==> src/rtl/if_fetch_stage_if.sv <==
// if_fetch_stage_if
//   Groups the fetch stage's pipeline-control inputs, instruction ROM port and
//   IF/ID register outputs into one bundle.
//   master : the fetch stage itself (drives ROM address/enable and IF/ID).
//   slave  : the surrounding pipeline and ROM (drive stall/flush/redirect and
//            return the instruction word).
//   Signals:
//     stall, flush, redirect_valid, redirect_target : pipeline control
//     rom_ce, rom_addr, rom_inst                    : instruction ROM port
//     id_pc, id_inst, id_valid                      : IF/ID register contents
//   Optional macro IF_MISALIGN_TRAP_EN adds if_misalign (master output).
interface if_fetch_stage_if;
  logic        stall;
  logic        flush;
  logic        redirect_valid;
  logic [31:0] redirect_target;
  logic        rom_ce;
  logic [31:0] rom_addr;
  logic [31:0] rom_inst;
  logic [31:0] id_pc;
  logic [31:0] id_inst;
  logic        id_valid;
`ifdef IF_MISALIGN_TRAP_EN
  logic        if_misalign;
`endif

  modport master (
    input  stall, flush, redirect_valid, redirect_target, rom_inst,
    output rom_ce, rom_addr, id_pc, id_inst, id_valid
`ifdef IF_MISALIGN_TRAP_EN
    , output if_misalign
`endif
  );

  modport slave (
    output stall, flush, redirect_valid, redirect_target, rom_inst,
    input  rom_ce, rom_addr, id_pc, id_inst, id_valid
`ifdef IF_MISALIGN_TRAP_EN
    , input if_misalign
`endif
  );
endinterface

==> src/rtl/if_fetch_stage.sv <==
// if_fetch_stage
//   Instruction-fetch stage in front of a combinational instruction ROM.
//   Owns the PC, drives the ROM enable/address and captures the returned word
//   into the IF/ID register. Handles stall, flush and branch/jump redirect, and
//   buffers one redirect that arrives while stalled so it is applied on release.
//   Ports:
//     clk  : system clock, rising edge
//     rst  : asynchronous active-high reset
//     bus  : if_fetch_stage_if.master (control in, ROM port, IF/ID out)
//   Parameters:
//     RESET_PC : PC after reset
//     NOP_INST : word placed in id_inst when IF/ID is squashed or empty
//   Optional macro IF_MISALIGN_TRAP_EN: redirect targets are word-aligned on load
//   and a one-cycle if_misalign pulse flags a target with nonzero low bits.
//
//   state | meaning
//   IDLE  | first edge after reset; ROM enable comes up, no capture
//   RUN   | fetching, one instruction per edge
//   HOLD  | stalled; PC and id_pc frozen, redirects go to the pending buffer
module if_fetch_stage #(
  parameter logic [31:0] RESET_PC = 32'h0000_0000,
  parameter logic [31:0] NOP_INST = 32'h0000_0013
) (
  input  logic clk,
  input  logic rst,
  if_fetch_stage_if.master bus
);

  typedef enum logic [1:0] {
    IDLE = 2'd0,
    RUN  = 2'd1,
    HOLD = 2'd2
  } state_t;

  state_t      state_q, state_d;
  logic [31:0] pc_q, pc_d;
  logic        pend_valid_q, pend_valid_d;
  logic [31:0] pend_target_q, pend_target_d;
  logic [31:0] id_pc_q, id_pc_d;
  logic [31:0] id_inst_q, id_inst_d;
  logic        id_valid_q, id_valid_d;
  logic        rom_ce_q;

  logic        redirect_apply;
  logic [31:0] redirect_pick;
  logic [31:0] redirect_load;

  // A fresh redirect beats a buffered one; both only take effect when not stalled.
  always_comb begin
    redirect_apply = 1'b0;
    redirect_pick  = bus.redirect_target;
    if ((state_q != IDLE) && !bus.stall) begin
      if (bus.redirect_valid) begin
        redirect_apply = 1'b1;
      end else if (pend_valid_q) begin
        redirect_apply = 1'b1;
        redirect_pick  = pend_target_q;
      end
    end
  end

`ifdef IF_MISALIGN_TRAP_EN
  logic misalign_d, misalign_q;
  assign redirect_load = {redirect_pick[31:2], 2'b00};
  assign misalign_d    = redirect_apply && (redirect_pick[1:0] != 2'b00);
  assign bus.if_misalign = misalign_q;
`else
  assign redirect_load = redirect_pick;
`endif

  always_comb begin
    state_d       = state_q;
    pc_d          = pc_q;
    pend_valid_d  = pend_valid_q;
    pend_target_d = pend_target_q;
    id_pc_d       = id_pc_q;
    id_inst_d     = id_inst_q;
    id_valid_d    = id_valid_q;
    case (state_q)
      IDLE: begin
        state_d = RUN;
      end
      RUN, HOLD: begin
        state_d = bus.stall ? HOLD : RUN;
        if (redirect_apply) begin
          // Squash the word fetched from the old path: this is the single bubble.
          pc_d         = redirect_load;
          id_pc_d      = pc_q;
          id_inst_d    = NOP_INST;
          id_valid_d   = 1'b0;
          pend_valid_d = 1'b0;
        end else if (!bus.stall) begin
          id_inst_d  = bus.rom_inst;
          id_pc_d    = pc_q;
          id_valid_d = 1'b1;
          pc_d       = pc_q + 32'd4;
        end else if (bus.redirect_valid) begin
          // Last redirect seen during a stall is the one that survives.
          pend_valid_d  = 1'b1;
          pend_target_d = bus.redirect_target;
        end
        if (bus.flush) begin
          id_inst_d  = NOP_INST;
          id_valid_d = 1'b0;
        end
      end
      default: begin
        state_d = IDLE;
      end
    endcase
  end

  always_ff @(posedge clk or posedge rst) begin
    if (rst) begin
      state_q       <= IDLE;
      pc_q          <= RESET_PC;
      pend_valid_q  <= 1'b0;
      pend_target_q <= 32'h0;
      id_pc_q       <= 32'h0;
      id_inst_q     <= NOP_INST;
      id_valid_q    <= 1'b0;
      rom_ce_q      <= 1'b0;
    end else begin
      state_q       <= state_d;
      pc_q          <= pc_d;
      pend_valid_q  <= pend_valid_d;
      pend_target_q <= pend_target_d;
      id_pc_q       <= id_pc_d;
      id_inst_q     <= id_inst_d;
      id_valid_q    <= id_valid_d;
      rom_ce_q      <= 1'b1;
    end
  end

`ifdef IF_MISALIGN_TRAP_EN
  always_ff @(posedge clk or posedge rst) begin
    if (rst) begin
      misalign_q <= 1'b0;
    end else begin
      misalign_q <= misalign_d;
    end
  end
`endif

  assign bus.rom_ce   = rom_ce_q;
  assign bus.rom_addr = pc_q;
  assign bus.id_pc    = id_pc_q;
  assign bus.id_inst  = id_inst_q;
  assign bus.id_valid = id_valid_q;

endmodule

==> src/flat_wrapper.sv <==
// flat-port wrapper written by rule: the top's interface ports become plain ports
module if_fetch_stage_flat 
#(
  parameter logic [31:0] RESET_PC = 32'h0000_0000,
  parameter logic [31:0] NOP_INST = 32'h0000_0013
)
  (clk, rst, bus_stall, bus_flush, bus_redirect_valid, bus_redirect_target, bus_rom_inst, bus_rom_ce, bus_rom_addr, bus_id_pc, bus_id_inst, bus_id_valid);
  if_fetch_stage_if bus_i ();
  input  logic clk;
  input  logic rst;
  input wire logic [$bits(bus_i.stall)-1:0] bus_stall;
  input wire logic [$bits(bus_i.flush)-1:0] bus_flush;
  input wire logic [$bits(bus_i.redirect_valid)-1:0] bus_redirect_valid;
  input wire logic [$bits(bus_i.redirect_target)-1:0] bus_redirect_target;
  input wire logic [$bits(bus_i.rom_inst)-1:0] bus_rom_inst;
  output wire logic [$bits(bus_i.rom_ce)-1:0] bus_rom_ce;
  output wire logic [$bits(bus_i.rom_addr)-1:0] bus_rom_addr;
  output wire logic [$bits(bus_i.id_pc)-1:0] bus_id_pc;
  output wire logic [$bits(bus_i.id_inst)-1:0] bus_id_inst;
  output wire logic [$bits(bus_i.id_valid)-1:0] bus_id_valid;
  assign bus_i.stall = bus_stall;
  assign bus_i.flush = bus_flush;
  assign bus_i.redirect_valid = bus_redirect_valid;
  assign bus_i.redirect_target = bus_redirect_target;
  assign bus_i.rom_inst = bus_rom_inst;
  assign bus_rom_ce = bus_i.rom_ce;
  assign bus_rom_addr = bus_i.rom_addr;
  assign bus_id_pc = bus_i.id_pc;
  assign bus_id_inst = bus_i.id_inst;
  assign bus_id_valid = bus_i.id_valid;
  if_fetch_stage #(.RESET_PC(RESET_PC), .NOP_INST(NOP_INST)) u_core (.clk(clk), .rst(rst), .bus(bus_i));
endmodule
==> config.mk <==
export PLATFORM = sky130hd
export DESIGN_NAME = if_fetch_stage_flat
export DESIGN_NICKNAME = d
export VERILOG_FILES = /design/src/rtl/if_fetch_stage_if.sv /design/src/rtl/if_fetch_stage.sv /design/src/flat_wrapper.sv
export SDC_FILE = /design/constraint.sdc
export NUM_CORES = 1
export LEC_CHECK = 0
export CORE_ASPECT_RATIO = 0.7
export CORE_MARGIN = 2
export CORE_UTILIZATION = 48
export DETAILED_ROUTE_END_ITERATION = 10
export PLACE_DENSITY_LB_ADDON = 0.25
export SYNTH_ARGS = -nofsm -noshare
export SYNTH_HDL_FRONTEND = slang
export SYNTH_SLANG_ARGS = --single-unit
export TNS_END_PERCENT = 100
==> constraint.sdc <==
create_clock -name clk -period 5 [get_ports clk]
set_clock_uncertainty 0.2 [all_clocks]
set_input_delay 0.5 -clock clk [delete_from_list [all_inputs] [get_ports clk]]
set_output_delay 0.5 -clock clk [all_outputs]
set_load 0.005 [all_outputs]
=== Yosys cells after proc, flatten, opt, wreduce, memory -nomap -nowiden ===
Cells that the tools add are included.

* Add/sub/neg operators: 1
* Reduce and logical (&&, ||, !) cells: 11
* Bitwise gates (word level): 1
* Eq/ne operators: 4
* Multiplexer cells: 21

{| class="wikitable"
|+ Operators by type and width
! operator !! count
|-
| 32-bit two-way mux || 10
|-
| 32-bit by 3-bit adder with 32-bit output (second input constant) || 1
|-
| 1-bit two-way mux || 9
|-
| 2-bit nonzero test || 3
|-
| 2-bit one-hot mux with 2 select lines || 1
|-
| 2-bit AND reduction || 2
|-
| 4-bit AND reduction || 1
|-
| 3-bit by 1-bit != test with 1-bit output (second input constant) || 1
|-
| 3-bit AND reduction || 1
|-
| 2-bit by 1-bit == test with 1-bit output (second input constant) || 1
|-
| 2-bit == test (second input constant) || 1
|-
| 2-bit logical NOT || 1
|-
| 2-bit two-way mux || 1
|-
| 2-bit by 1-bit != test with 1-bit output (second input constant) || 1
|-
| 2-bit OR reduction || 1
|-
| 1-bit logical AND || 1
|-
| 1-bit logical NOT || 1
|-
| 1-bit inverter || 1
|}

* Logic and storage cells: 46
* Flip-flop bits (word level): 133
* Output and inout bits: 98
* Input port bits: 69

=== Logic depth before layout (Yosys ltp) ===
* Depth in word-level cells: 5
* Gate-level depth with buffers: 9
* Gate-level depth less buffers: 7

=== Worst setup path after synthesis ===
No wires, ideal clock.

* Path type: in2reg
* Start: input bus_redirect_valid
* End: register u_core.pc_q[30], in the netlist u_core.bus.rom_addr[30]
* Setup time: 0.126 ns
* Slack: 2.847 ns
* Arrival time: 1.827 ns
* Stages on the path: 7
* Buffers on the path: 3
* Data required time: 4.674 ns
* Cell sequence: buf_2 > or4b_1 > buf_2 > buf_2 > o22ai_1 > nor2_1 > a221o_1

* Word-level cells in the longest chain between the ends: 4
* Elaborated cells between the ends (all ways): 7
* Those cells by class: eq/ne (1); mux (5); reduce/logical (1)

{| class="wikitable"
|+ RTL lines
! element !! line !! text
|-
| from (decl) || flat_wrapper.sv:13 || <nowiki>input wire logic [$bits(bus_i.redirect_valid)-1:0] bus_redirect_valid;</nowiki>
|-
| 1-bit two-way mux || if_fetch_stage.sv:53 || <nowiki>if (bus.redirect_valid) begin</nowiki>
|-
| 1-bit two-way mux || if_fetch_stage.sv:52 || <nowiki>if ((state_q != IDLE) && !bus.stall) begin</nowiki>
|-
| 2-bit by 1-bit != test with 1-bit output (no line) || n/a ||
|-
| 2-bit AND reduction (no line) || n/a ||
|-
| to (signal assigned) || if_fetch_stage.sv:125 || <nowiki>pc_q <= pc_d;</nowiki>
|-
| to (decl) || if_fetch_stage.sv:36 || <nowiki>logic [31:0] pc_q, pc_d;</nowiki>
|}

Parallel ways exist; a longest one is shown, timed or not.
A chain may end at the register's enable or synchronous reset.

=== Final worst setup path ===
* Start: input bus_redirect_valid
* End: register u_core.pc_q[20], in the netlist u_core.bus.rom_addr[20]

Same word-level chain as after synthesis.

==> out/summary.txt <==
peak supply drop - 0.321 mV
Synth Flop Type - dfrtp_1
EDFF count, synth - 0
pwr dens - 667 mW/mm^2
CTS Buffer Depth - 2
Post-Syn Area per Cell - 10.4 sq um
startpoint types - input port
Worst EP required - 5.15 ns
crit-path max FO - 27
Gate Count Post-Synth - 575
r2r endpoint - u_core.bus.rom_addr[24]$_DFFE_PP0N_
Post-Route Utilization - 0.677
area grow syn2layout - 39.3%
count leader, synth - dfrtp_1
Synth cell types - 56
Slew headroom - 0.189
Post-synth top cells - 130 x dfrtp_1, 128 x nand2_1, 32 x a22o_1, 32 x mux2_2, 30 x o21ai_0
CTS H-tree depth - 4
vias in the first global route - 5026
Netlist Area Pre-Place - 0.00598 sq mm
RSZ-0062 raised after global routing - no
DRT Pass-1 Iters - 8
gr usage total - 0.261
Hold Buf Count CTS - 0
setup_tns - 0 ns
# diodes - 0
reg-to-reg critical path startpoint - u_core.state_q[0]$_DFF_PP0_
leakage - 0.00359 uW
Final ANT Viol Nets - 0
root buffer cell - clkbuf_16
Final Hold Fails - 0
met2 WL - 7500 microns
Post-Syn Nets - 647
GPL Wtd Cong - 0.887
# IOs - 167
detailed placement HPWL - 11500 microns
worst skew pair latency - 0.41 ns
pin count of the biggest net entering global routing - 93
wire length on met1 - 7670 microns
final setup violation count - 0
Clock Sinks - 133
status - complete, no violations
synthesized flop and latch total - 133
Worst Hold Launch - u_core.bus.id_pc[24]$_DFFE_PP0N_
CTS buffer count - 17
Wirelength per Cell - 18.8 microns
PortBufs - 166
FF-to-FF path depth - 7
worst min path class - flop to flop
drt initial violations - 652
die width - 137 microns
fin crit period - 3.29 ns
initial antenna violation count - 0
sequential fraction of the synthesis area - 0.557
num rows - 34
first-pass GRT wire length - 26900 microns
post-synth top area cell - dfrtp_1
max-capacitance violation count - 0
DR DRC count - 0
Synth top area share - 0.544
Crit. End Element - flop
CTS resizes - 0
hold path depth - 2
CTS tree - done
actual slew at the worst max-slew pin - 1.22 ns
filler instances - 903
share of post-route cells with drive strength above 1 - 0.118
Vias - 5305
yosys warns - 0
Reg clk slew, reported paths - 0.06 ns
flop-to-flop setup slack - 1.90 ns
critical path arrival - 3.43 ns
asr flop ratio synth - 1.00
kind of critical path - input port to flop
Synth area leaders - dfrtp_1 54%, nand2_1 8.0%, mux2_2 6.0%
met3 wire length - 1650 microns
# Post-CTS Setup Buffers - 0
starting density of the core - 0.486
final net count - 804
core area - 0.0123 sq mm
DIE AREA - 0.0134 sq mm
GRT overflow - 0
Die Span Y - 97.4 microns
maximum clock frequency - 304 MHz
final period utilization - 0.657
WL final - 17000 microns
Slew Viols, Final - 0
post-DR vias/cell - 5.86
Worst Hold End - u_core.bus.id_pc[24]$_DFFE_PP0N_
top routing layer used - met4
-- area by class of cell --
class                      instances  area [sq um]  share of cell area
clock buffer                      21           470              0.0565
multi-input combinational        393          2440               0.293
sequential                       133          3330               0.400
tap                              162           203              0.0243
clock inverter                    10           105              0.0126
inverter                          12          50.0             0.00601
timing repair buffer             175          1730               0.208
-- cell usage in the layout, fill, tap and decap left out, types with 4 or more instances in the layout --
cell type	netlist	layout
a21oi_1	22	22
a22o_1	32	32
a2bb2oi_1	5	5
a31oi_1	9	9
and2_1	4	4
and3_1	7	7
buf_4	3	9
clkbuf_16	0	17
clkdlybuf4s50_1	0	166
clkinv_2	0	6
dfrtp_1	130	130
inv_1	11	10
mux2_2	32	32
nand2_1	128	128
nand3_1	24	24
nand4_1	5	5
nor2_1	22	21
nor3_1	4	4
o21ai_0	30	29
o221ai_1	14	14
o22a_1	4	4
o22ai_1	6	6
o311ai_0	4	4
-- power breakdown --
part | total [uW] | switching, uW | leakage (uW) | internal (uW)
sequential | 2080 | 461 | 0.00163 | 1610
clock | 1210 | 447 | 0.000284 | 764
combinational | 2260 | 1040 | 0.00168 | 1230
total | 5550 | 1950 | 0.00359 | 3610
-- state kept, by name, summed over array words and instances, names as in the netlist --
signal	cells
u_core.pend_valid_q	1
u_core.pend_target_q	32
u_core.bus.id_pc	32
u_core.bus.rom_addr	32
u_core.state_q	2
u_core.bus.id_inst	32
u_core.bus.id_valid	1
u_core.bus.rom_ce	1
-- worst max-delay path by stage --
| stage | start | to | cells past startpoint |
|---|---|---|---|
| CTS | bus_redirect_valid | u_core.bus.rom_addr[20]$_DFFE_PP0N_ | 5 |
| finish | bus_redirect_valid | u_core.bus.rom_addr[20]$_DFFE_PP0N_ | 5 |
| global placement | bus_redirect_valid | u_core.bus.rom_addr[20]$_DFFE_PP0N_ | 5 |
| global route | bus_redirect_valid | u_core.bus.id_inst[15]$_DFFE_PP0P_ | 6 |
| detailed placement | bus_redirect_valid | u_core.bus.rom_addr[20]$_DFFE_PP0N_ | 5 |
| floorplan | rst | u_core.bus.id_inst[10]$_DFFE_PP0P_ | 1 |
-- per-stage QoR --
step / hold slack [ns] / total power [uW] / worst slack [ns] / instances / area (sq um)
2_1_floorplan: 0.270 / 3140 / 0.751 / 575 / 5980
3_3_place_gp: 0.257 / 4240 / 1.40 / 875 / 7750
3_5_place_dp: 0.267 / 4330 / 1.33 / 875 / 7750
4_1_cts: 0.281 / 5560 / 1.76 / 906 / 8330
5_1_grt: 0.301 / 5890 / 1.39 / 906 / 8330
6_report: 0.276 / 5550 / 1.71 / 906 / 8330
-- routing by layer --
metal | global-route usage | up-vias
met5 | 0 | -
met4 | 0.0730 | 0
met3 | 0.0574 | 22
met2 | 0.360 | 273
met1 | 0.410 | 2612
li1 | - | 2398
-- cells by family (layout without fill, tap and decap cells) --
group	count (synthesis)	after routing	share of synthesized area
buf+inv	49	218	0.0371
simple gates	210	210	0.161
flops	133	133	0.557
other cells	1	1	0.000627
compound gates	146	146	0.176
mux	33	33	0.0620
fa+ha+maj	3	3	0.00628
-- worst max-delay path: stages --
cell and delay [ns]:
clkdlybuf4s50_1 0.57, o21ai_2 0.96, nand2_1 0.63, or4_1 0.66
nand3_1 0.10
Note: power is estimated with default switching activity, not from simulation.
